**src/rtl/codec_cfg_seq_pkg.sv**
```systemverilog
// Shared definitions for the codec configuration sequencer: codec register addresses,
// FSM state and mode encodings, MICPD bit position and the I2C word layout helper.
package codec_cfg_seq_pkg;

  // I2C word layout: {reg_addr[6:0], reg_data[8:0]}
  localparam int unsigned AddrW = 7;
  localparam int unsigned DataW = 9;
  localparam int unsigned WordW = AddrW + DataW;

  // Codec register addresses
  localparam logic [AddrW-1:0] RegLeftLineIn  = 7'h00;
  localparam logic [AddrW-1:0] RegRightLineIn = 7'h01;
  localparam logic [AddrW-1:0] RegLeftHpOut   = 7'h02;
  localparam logic [AddrW-1:0] RegRightHpOut  = 7'h03;
  localparam logic [AddrW-1:0] RegAnalogPath  = 7'h04;
  localparam logic [AddrW-1:0] RegDigitalPath = 7'h05;
  localparam logic [AddrW-1:0] RegPowerDown   = 7'h06;
  localparam logic [AddrW-1:0] RegDigIfFormat = 7'h07;
  localparam logic [AddrW-1:0] RegSampling    = 7'h08;
  localparam logic [AddrW-1:0] RegActive      = 7'h09;
  localparam logic [AddrW-1:0] RegReset       = 7'h0F;

  // MICPD bit inside the power-down register data field
  localparam int unsigned MicpdBit = 1;

  typedef enum logic [2:0] {
    StIdle,
    StInitLoad,
    StR6Load,
    StStart,
    StWait,
    StGap,
    StNext,
    StFail
  } state_e;

  typedef enum logic {
    ModeInit,
    ModeR6
  } mode_e;

  function automatic logic [WordW-1:0] i2c_word(input logic [AddrW-1:0] addr,
                                                 input logic [DataW-1:0] data);
    return {addr, data};
  endfunction

endpackage

```
**src/rtl/codec_cfg_seq_if.sv**
```systemverilog
// Handshake bundle between the configuration sequencer (master) and the shared I2C
// write engine (slave).
//   i2c_Go      master->slave  1-cycle start pulse
//   i2c_Data    master->slave  {reg_addr[6:0], reg_data[8:0]}, stable while the transfer runs
//   i2c_Done    slave->master  1-cycle pulse, transfer finished
//   i2c_Ack_err slave->master  valid with i2c_Done, 1 = NACK
interface codec_cfg_seq_if;
  logic        i2c_Go;
  logic [15:0] i2c_Data;
  logic        i2c_Done;
  logic        i2c_Ack_err;

  modport master (
    output i2c_Go,
    output i2c_Data,
    input  i2c_Done,
    input  i2c_Ack_err
  );

  modport slave (
    input  i2c_Go,
    input  i2c_Data,
    output i2c_Done,
    output i2c_Ack_err
  );
endinterface

```
**src/rtl/codec_cfg_seq_rom.sv**
```systemverilog
// Codec init table: combinational index -> 16-bit I2C word.
//   idx_i   in   4   table index 0..9 (others return 0)
//   word_o  out  16  {reg_addr, reg_data}
// Entry n writes codec register Rn: line-in levels, headphone levels, analog path with mic
// boost and mic input selected, digital path, power-down, I2S 16-bit format, sampling, active.
module codec_cfg_seq_rom
  import codec_cfg_seq_pkg::*;
(
  input  logic [3:0]       idx_i,
  output logic [WordW-1:0] word_o
);

  always_comb begin
    word_o = '0;
    case (idx_i)
      4'd0:    word_o = i2c_word(RegLeftLineIn,  9'h017);  // 0 dB, unmuted
      4'd1:    word_o = i2c_word(RegRightLineIn, 9'h017);
      4'd2:    word_o = i2c_word(RegLeftHpOut,   9'h079);  // 0 dB
      4'd3:    word_o = i2c_word(RegRightHpOut,  9'h079);
      4'd4:    word_o = i2c_word(RegAnalogPath,  9'h015);  // MICBOOST, INSEL=mic, DACSEL
      4'd5:    word_o = i2c_word(RegDigitalPath, 9'h000);
      4'd6:    word_o = i2c_word(RegPowerDown,   9'h000);  // all blocks powered
      4'd7:    word_o = i2c_word(RegDigIfFormat, 9'h002);  // I2S, 16-bit
      4'd8:    word_o = i2c_word(RegSampling,    9'h000);  // normal mode, 48 kHz
      4'd9:    word_o = i2c_word(RegActive,      9'h001);
      default: word_o = '0;
    endcase
  end

endmodule

```
**src/rtl/codec_cfg_seq.sv**
```systemverilog
// Audio-codec configuration sequencer. After reset walks the whole init table over the
// shared I2C write engine; afterwards each Go rewrites only the power-down register with
// MICPD = ~MICB_Power. All requests are serialised so the engine sees a single master.
//   Clk         in   1  system clock
//   Rst_n       in   1  asynchronous active-low reset
//   Go          in   1  1-cycle request to rewrite R6
//   MICB_Power  in   1  1 = mic bias on (MICPD = 0)
//   i2c         master modport of codec_cfg_seq_if (Go/Data out, Done/Ack_err in)
//   Busy        out  1  a sequence is in progress
//   Cfg_Done    out  1  1-cycle pulse when a sequence completes
//   Err         out  1  sticky retry-exhaustion flag, cleared when the next sequence starts
module codec_cfg_seq
  import codec_cfg_seq_pkg::*;
#(
  parameter int unsigned NUM_REGS   = 10,
  parameter int unsigned PD_INDEX   = 6,
  parameter logic [15:0] GAP_CYCLES = 16'd5000,
  parameter int unsigned RETRY_MAX  = 2
) (
  input  logic                   Clk,
  input  logic                   Rst_n,
  input  logic                   Go,
  input  logic                   MICB_Power,
  codec_cfg_seq_if.master        i2c,
  output logic                   Busy,
  output logic                   Cfg_Done,
  output logic                   Err
);

  localparam logic [3:0] LastIdx  = 4'(NUM_REGS - 1);
  localparam logic [3:0] PdIdx    = 4'(PD_INDEX);
  localparam logic [1:0] RetryMax = 2'(RETRY_MAX);

  state_e           state_q, state_d;
  mode_e            mode_q, mode_d;
  logic [3:0]       idx_q, idx_d;
  logic [1:0]       retry_q, retry_d;
  logic             pend_q, pend_d;
  logic [15:0]      gap_q, gap_d;
  logic [WordW-1:0] data_q, data_d;
  logic             err_q, err_d;

  logic [3:0]       rom_idx;
  logic [WordW-1:0] rom_word;
  logic [WordW-1:0] r6_word;
  logic             i2c_go;
  logic             cfg_done;

  // One ROM serves both the init walk and the R6 rewrite.
  assign rom_idx = (state_q == StR6Load) ? PdIdx : idx_q;

  codec_cfg_seq_rom u_rom (
    .idx_i  (rom_idx),
    .word_o (rom_word)
  );

  always_comb begin
    r6_word           = rom_word;
    r6_word[MicpdBit] = ~MICB_Power;
  end

  always_comb begin
    state_d  = state_q;
    mode_d   = mode_q;
    idx_d    = idx_q;
    retry_d  = retry_q;
    pend_d   = pend_q;
    gap_d    = gap_q;
    data_d   = data_q;
    err_d    = err_q;
    i2c_go   = 1'b0;
    cfg_done = 1'b0;

    // Requests arriving while busy collapse into one pending R6 update, serviced from
    // idle with MICB_Power as it is at service time.
    if (Go && (state_q != StIdle)) begin
      pend_d = 1'b1;
    end

    unique case (state_q)
      StIdle: begin
        if (pend_q || Go) begin
          pend_d  = 1'b0;
          err_d   = 1'b0;
          state_d = StR6Load;
        end
      end
      StInitLoad: begin
        data_d  = rom_word;
        retry_d = '0;
        mode_d  = ModeInit;
        state_d = StStart;
      end
      StR6Load: begin
        data_d  = r6_word;
        retry_d = '0;
        mode_d  = ModeR6;
        state_d = StStart;
      end
      StStart: begin
        i2c_go  = 1'b1;
        state_d = StWait;
      end
      StWait: begin
        if (i2c.i2c_Done) begin
          gap_d = '0;
          if (!i2c.i2c_Ack_err) begin
            retry_d = '0;
            state_d = StGap;
          end else if (retry_q < RetryMax) begin
            retry_d = retry_q + 2'd1;
            state_d = StGap;
          end else begin
            state_d = StFail;
          end
        end
      end
      StGap: begin
        // Nonzero retry count means the last attempt was NACKed: reissue the same word.
        if (gap_q >= GAP_CYCLES - 16'd1) begin
          state_d = (retry_q != '0) ? StStart : StNext;
        end else begin
          gap_d = gap_q + 16'd1;
        end
      end
      StNext: begin
        if ((mode_q == ModeR6) || (idx_q == LastIdx)) begin
          cfg_done = 1'b1;
          state_d  = StIdle;
        end else begin
          idx_d   = idx_q + 4'd1;
          state_d = StInitLoad;
        end
      end
      StFail: begin
        err_d   = 1'b1;
        state_d = StIdle;
      end
      default: state_d = StIdle;
    endcase
  end

  always_ff @(posedge Clk or negedge Rst_n) begin
    if (!Rst_n) begin
      state_q <= StInitLoad;
      mode_q  <= ModeInit;
      idx_q   <= '0;
      retry_q <= '0;
      pend_q  <= 1'b0;
      gap_q   <= '0;
      data_q  <= '0;
      err_q   <= 1'b0;
    end else begin
      state_q <= state_d;
      mode_q  <= mode_d;
      idx_q   <= idx_d;
      retry_q <= retry_d;
      pend_q  <= pend_d;
      gap_q   <= gap_d;
      data_q  <= data_d;
      err_q   <= err_d;
    end
  end

  assign i2c.i2c_Go   = i2c_go;
  assign i2c.i2c_Data = data_q;
  assign Busy         = (state_q != StIdle);
  assign Cfg_Done     = cfg_done;
  assign Err          = err_q;

endmodule

```
**src/flat_wrapper.sv**
```systemverilog
// flat-port wrapper written by rule: the top's interface ports become plain ports
module codec_cfg_seq_flat import codec_cfg_seq_pkg::*;
#(
  parameter int unsigned NUM_REGS   = 10,
  parameter int unsigned PD_INDEX   = 6,
  parameter logic [15:0] GAP_CYCLES = 16'd5000,
  parameter int unsigned RETRY_MAX  = 2
)
  (Clk, Rst_n, Go, MICB_Power, Busy, Cfg_Done, Err, i2c_i2c_Go, i2c_i2c_Data, i2c_i2c_Done, i2c_i2c_Ack_err);
  codec_cfg_seq_if i2c_i ();
  input  logic Clk;
  input  logic Rst_n;
  input  logic Go;
  input  logic MICB_Power;
  output logic Busy;
  output logic Cfg_Done;
  output logic Err;
  output wire logic [$bits(i2c_i.i2c_Go)-1:0] i2c_i2c_Go;
  output wire logic [$bits(i2c_i.i2c_Data)-1:0] i2c_i2c_Data;
  input wire logic [$bits(i2c_i.i2c_Done)-1:0] i2c_i2c_Done;
  input wire logic [$bits(i2c_i.i2c_Ack_err)-1:0] i2c_i2c_Ack_err;
  assign i2c_i2c_Go = i2c_i.i2c_Go;
  assign i2c_i2c_Data = i2c_i.i2c_Data;
  assign i2c_i.i2c_Done = i2c_i2c_Done;
  assign i2c_i.i2c_Ack_err = i2c_i2c_Ack_err;
  codec_cfg_seq #(.NUM_REGS(NUM_REGS), .PD_INDEX(PD_INDEX), .GAP_CYCLES(GAP_CYCLES), .RETRY_MAX(RETRY_MAX)) u_core (.Clk(Clk), .Rst_n(Rst_n), .Go(Go), .MICB_Power(MICB_Power), .i2c(i2c_i), .Busy(Busy), .Cfg_Done(Cfg_Done), .Err(Err));
endmodule
```
**config.mk**
```make
export PLATFORM = sky130hd
export DESIGN_NAME = codec_cfg_seq_flat
export DESIGN_NICKNAME = d
export VERILOG_FILES = /design/src/rtl/codec_cfg_seq_pkg.sv /design/src/rtl/codec_cfg_seq_if.sv /design/src/rtl/codec_cfg_seq_rom.sv /design/src/rtl/codec_cfg_seq.sv /design/src/flat_wrapper.sv
export SDC_FILE = /design/constraint.sdc
export NUM_CORES = 1
export LEC_CHECK = 0
export CAP_MARGIN = 20
export CORE_MARGIN = 3
export CORE_UTILIZATION = 55
export DETAILED_ROUTE_END_ITERATION = 6
export PLACE_DENSITY = 0.79
export SYNTH_ARGS = -nofsm -noshare
export SYNTH_HDL_FRONTEND = slang
export SYNTH_SLANG_ARGS = --single-unit
export TNS_END_PERCENT = 10
```
**constraint.sdc**
```tcl
create_clock -name Clk -period 2.1 [get_ports Clk]
set_input_delay 0.21 -clock Clk [delete_from_list [all_inputs] [get_ports Clk]]
set_output_delay 0.21 -clock Clk [all_outputs]
set_load 0.01 [all_outputs]
```
==> flow_summary.json <==
{
  "wirelength_um": 4570,
  "skew_ps": 7.91,
  "synth_top_area_frac": 0.419,
  "cts_sinks": 37,
  "yosys.area.top_type": "dfrtp_1",
  "grt_pass1_vias": 1665,
  "hpwlAfterDp_um": 3230,
  "slew_headroom": 0.453,
  "critPathArrivalTime_ps": 1790,
  "yosys_register_bits": 37,
  "r2r-start": "u_core.state_q[0]$_DFFE_PN1P_",
  "cts_root_buf": "clkbuf_8",
  "fin_ws_ps": 105,
  "critPathKind": "register to primary output",
  "grt.total_usage": 0.220,
  "route.antenna.remaining_nets": 0,
  "grt_overflow": 0,
  "worstMarginPinSlew_ps": 820,
  "finalHoldViolations": 0,
  "final_cell_mix": "dfrtp_1, nor2_1, nand2_1, clkdlybuf4s50_1, o21ai_0",
  "row_count": 22,
  "drt_iter0_drc": 141,
  "post-route-period-util": 0.950,
  "synth_area_leaders": "dfrtp_1, nor2_1, o21ai_0",
  "dp_slack_ps": 261,
  "cap_violations": 0,
  "antenna_found_initial": 0,
  "required_ps": 1890,
  "wl_per_cell_um": 14.9,
  "gp_congestion": 0.923,
  "post-place-cells": 296,
  "r2r-end": "u_core.gap_q[8]$_DFFE_PN0P_",
  "syn-instance-count": 234,
  "die_h_um": 68.5,
  "nets": 267,
  "grt_setup_unrepaired": "no",
  "p_leak_uw": 0.00107,
  "numCtsBuffers": 5,
  "die-area_sq_um": 4690,
  "clk_path_buf_depth": 2,
  "peakVddDrop_mv": 0.701,
  "hp-class": "input pin to asynchronous set/reset pin",
  "slew_viol_final": 0,
  "vias": 1803,
  "finalNonFillerCells": 306,
  "ys_types": 63,
  "synth.avg_cell_area_sq_um": 9.18,
  "final_common_cell": "dfrtp_1",
  "fin_tns_setup_ps": 0,
  "status": "completed",
  "fmax_mhz": 501,
  "cp_max_fo": 4,
  "drt-pass1-iter-count": 4,
  "synthArstFlopShare": 1.00,
  "final.fill_count": 310,
  "diodes": 0,
  "htree_levels": 2,
  "yosys_warnings": 0,
  "die_x_um": 68.5,
  "ios": 26,
  "rrSetupSlack_ps": 290,
  "io_buffers": 20,
  "drc": 0,
  "powerDensity_nw_per_um2": 1350,
  "viasPerCell": 5.89,
  "synth_top_flop_cell": "dfrtp_1",
  "synth_edf_count": 0,
  "endpoint_kind": "primary output",
  "startpoint": "u_core.idx_q[1]$_DFFE_PN0P_",
  "crit_path_start_kind": "register",
  "insertion_delay_ps": 290,
  "area_growth_syn_to_layout_pct": 15.7,
  "path_clk_slew_ps": 80,
  "setup_viol": 0,
  "cts_tree": "done",
  "syn_area_sq_um": 2150,
  "final_area_sq_um": 2480,
  "ys_seq_area_frac": 0.432,
  "reg2regPathDepth": 4,
  "min_period_ps": 2000,
  "placed_area_sq_um": 2370,
  "drive_above_1_share": 0.151,
  "grt_max_degree": 38,
  "hold_buffers": 0,
  "core_area_sq_um": 3720,
  "grt_pass1_wl_um": 7630,
  "start_util": 0.578
}
cell type report:
class                      instances  area, sq um  share of cell area
multi-input combinational        175         1110               0.447
sequential                        37          930               0.374
timing repair buffer              28          262               0.105
clock buffer                       5         68.8              0.0277
tap                               48         60.1              0.0242
inverter                          10         37.5              0.0151
clock inverter                     3         17.5             0.00705
cells in the mapped netlist, drive strengths merged (3+ instances only):
master  count
dfrtp      36
nor2       27
nand2      20
o21ai      17
a21oi      12
buf        12
inv        10
nand3      10
nor3        7
a211oi      5
and3        5
a221o       4
clkbuf      4
ha          4
nor2b       4
a22o        3
a31oi       3
a32oi       3
nand4       3
o22a        3
logic make-up after synthesis:
kind of cell    share of synthesized area
fa+ha+maj                          0.0233
flops                               0.432
other cells                       0.00175
buf+inv                            0.0606
xor+xnor                           0.0163
compound gates                      0.228
simple gates                        0.228
mux                               0.00990
critical path, cell delays in order, from the launching register on:
cell	delay, ps
dfrtp_1	380
inv_1	50
ha_1	130
and3b_2	220
nor2_1	50
nor2_1	100
clkdlybuf4s50_1	550
worst max path at each step:
| stage | endpoint | slack, ps | cells past startpoint |
|---|---|---|---|
| 2_1_floorplan | u_core.gap_q[10]$_DFFE_PN0P_ | 440 | 5 |
| 3_3_place_gp | Cfg_Done | 250 | 5 |
| 3_5_place_dp | Cfg_Done | 260 | 5 |
| 4_1_cts | Cfg_Done | 4 | 5 |
| 5_1_grt | Cfg_Done | 20 | 6 |
| 6_report | Cfg_Done | 100 | 6 |
registers in the layout, indices dropped and copies added (netlist names):
signal               cells
u_core.mode_q            1
u_core.i2c.i2c_Data      9
u_core.Err               1
u_core.pend_q            1
u_core.idx_q             4
u_core.retry_q           2
u_core.state_q           3
u_core.gap_q            16
what timing repair did:
action,in CTS,in global routing
gates resized for setup,2,5
setup buffers,0,2
setup endpoints to repair,2,3
stage by stage:
step / utilization / hold WS (ps) / total power [uW]
CTS: 0.662 / 29.2 / 3330
global placement: 0.638 / 350 / 2770
finish: 0.669 / 2.10 / 3360
global route: 0.669 / 55.0 / 3630
floorplan: - / -85.6 / 2260
detailed placement: 0.638 / 359 / 2820
per-layer routing:
layer / global-route usage / vias up / part of all wire
met5: 0 / - / 0
met4: 0.0744 / 0 / 0.012
met1: 0.298 / 859 / 0.49
met2: 0.341 / 42 / 0.45
li1: - / 896 / -
met3: 0.0551 / 6 / 0.041
power by group:
group	switching, uW	internal [uW]	total, uW
clock network	271	229	500
logic	892	765	1660
registers	242	958	1200
total	1410	1950	3360
No activity file was read; power rests on OpenSTA's default activity.
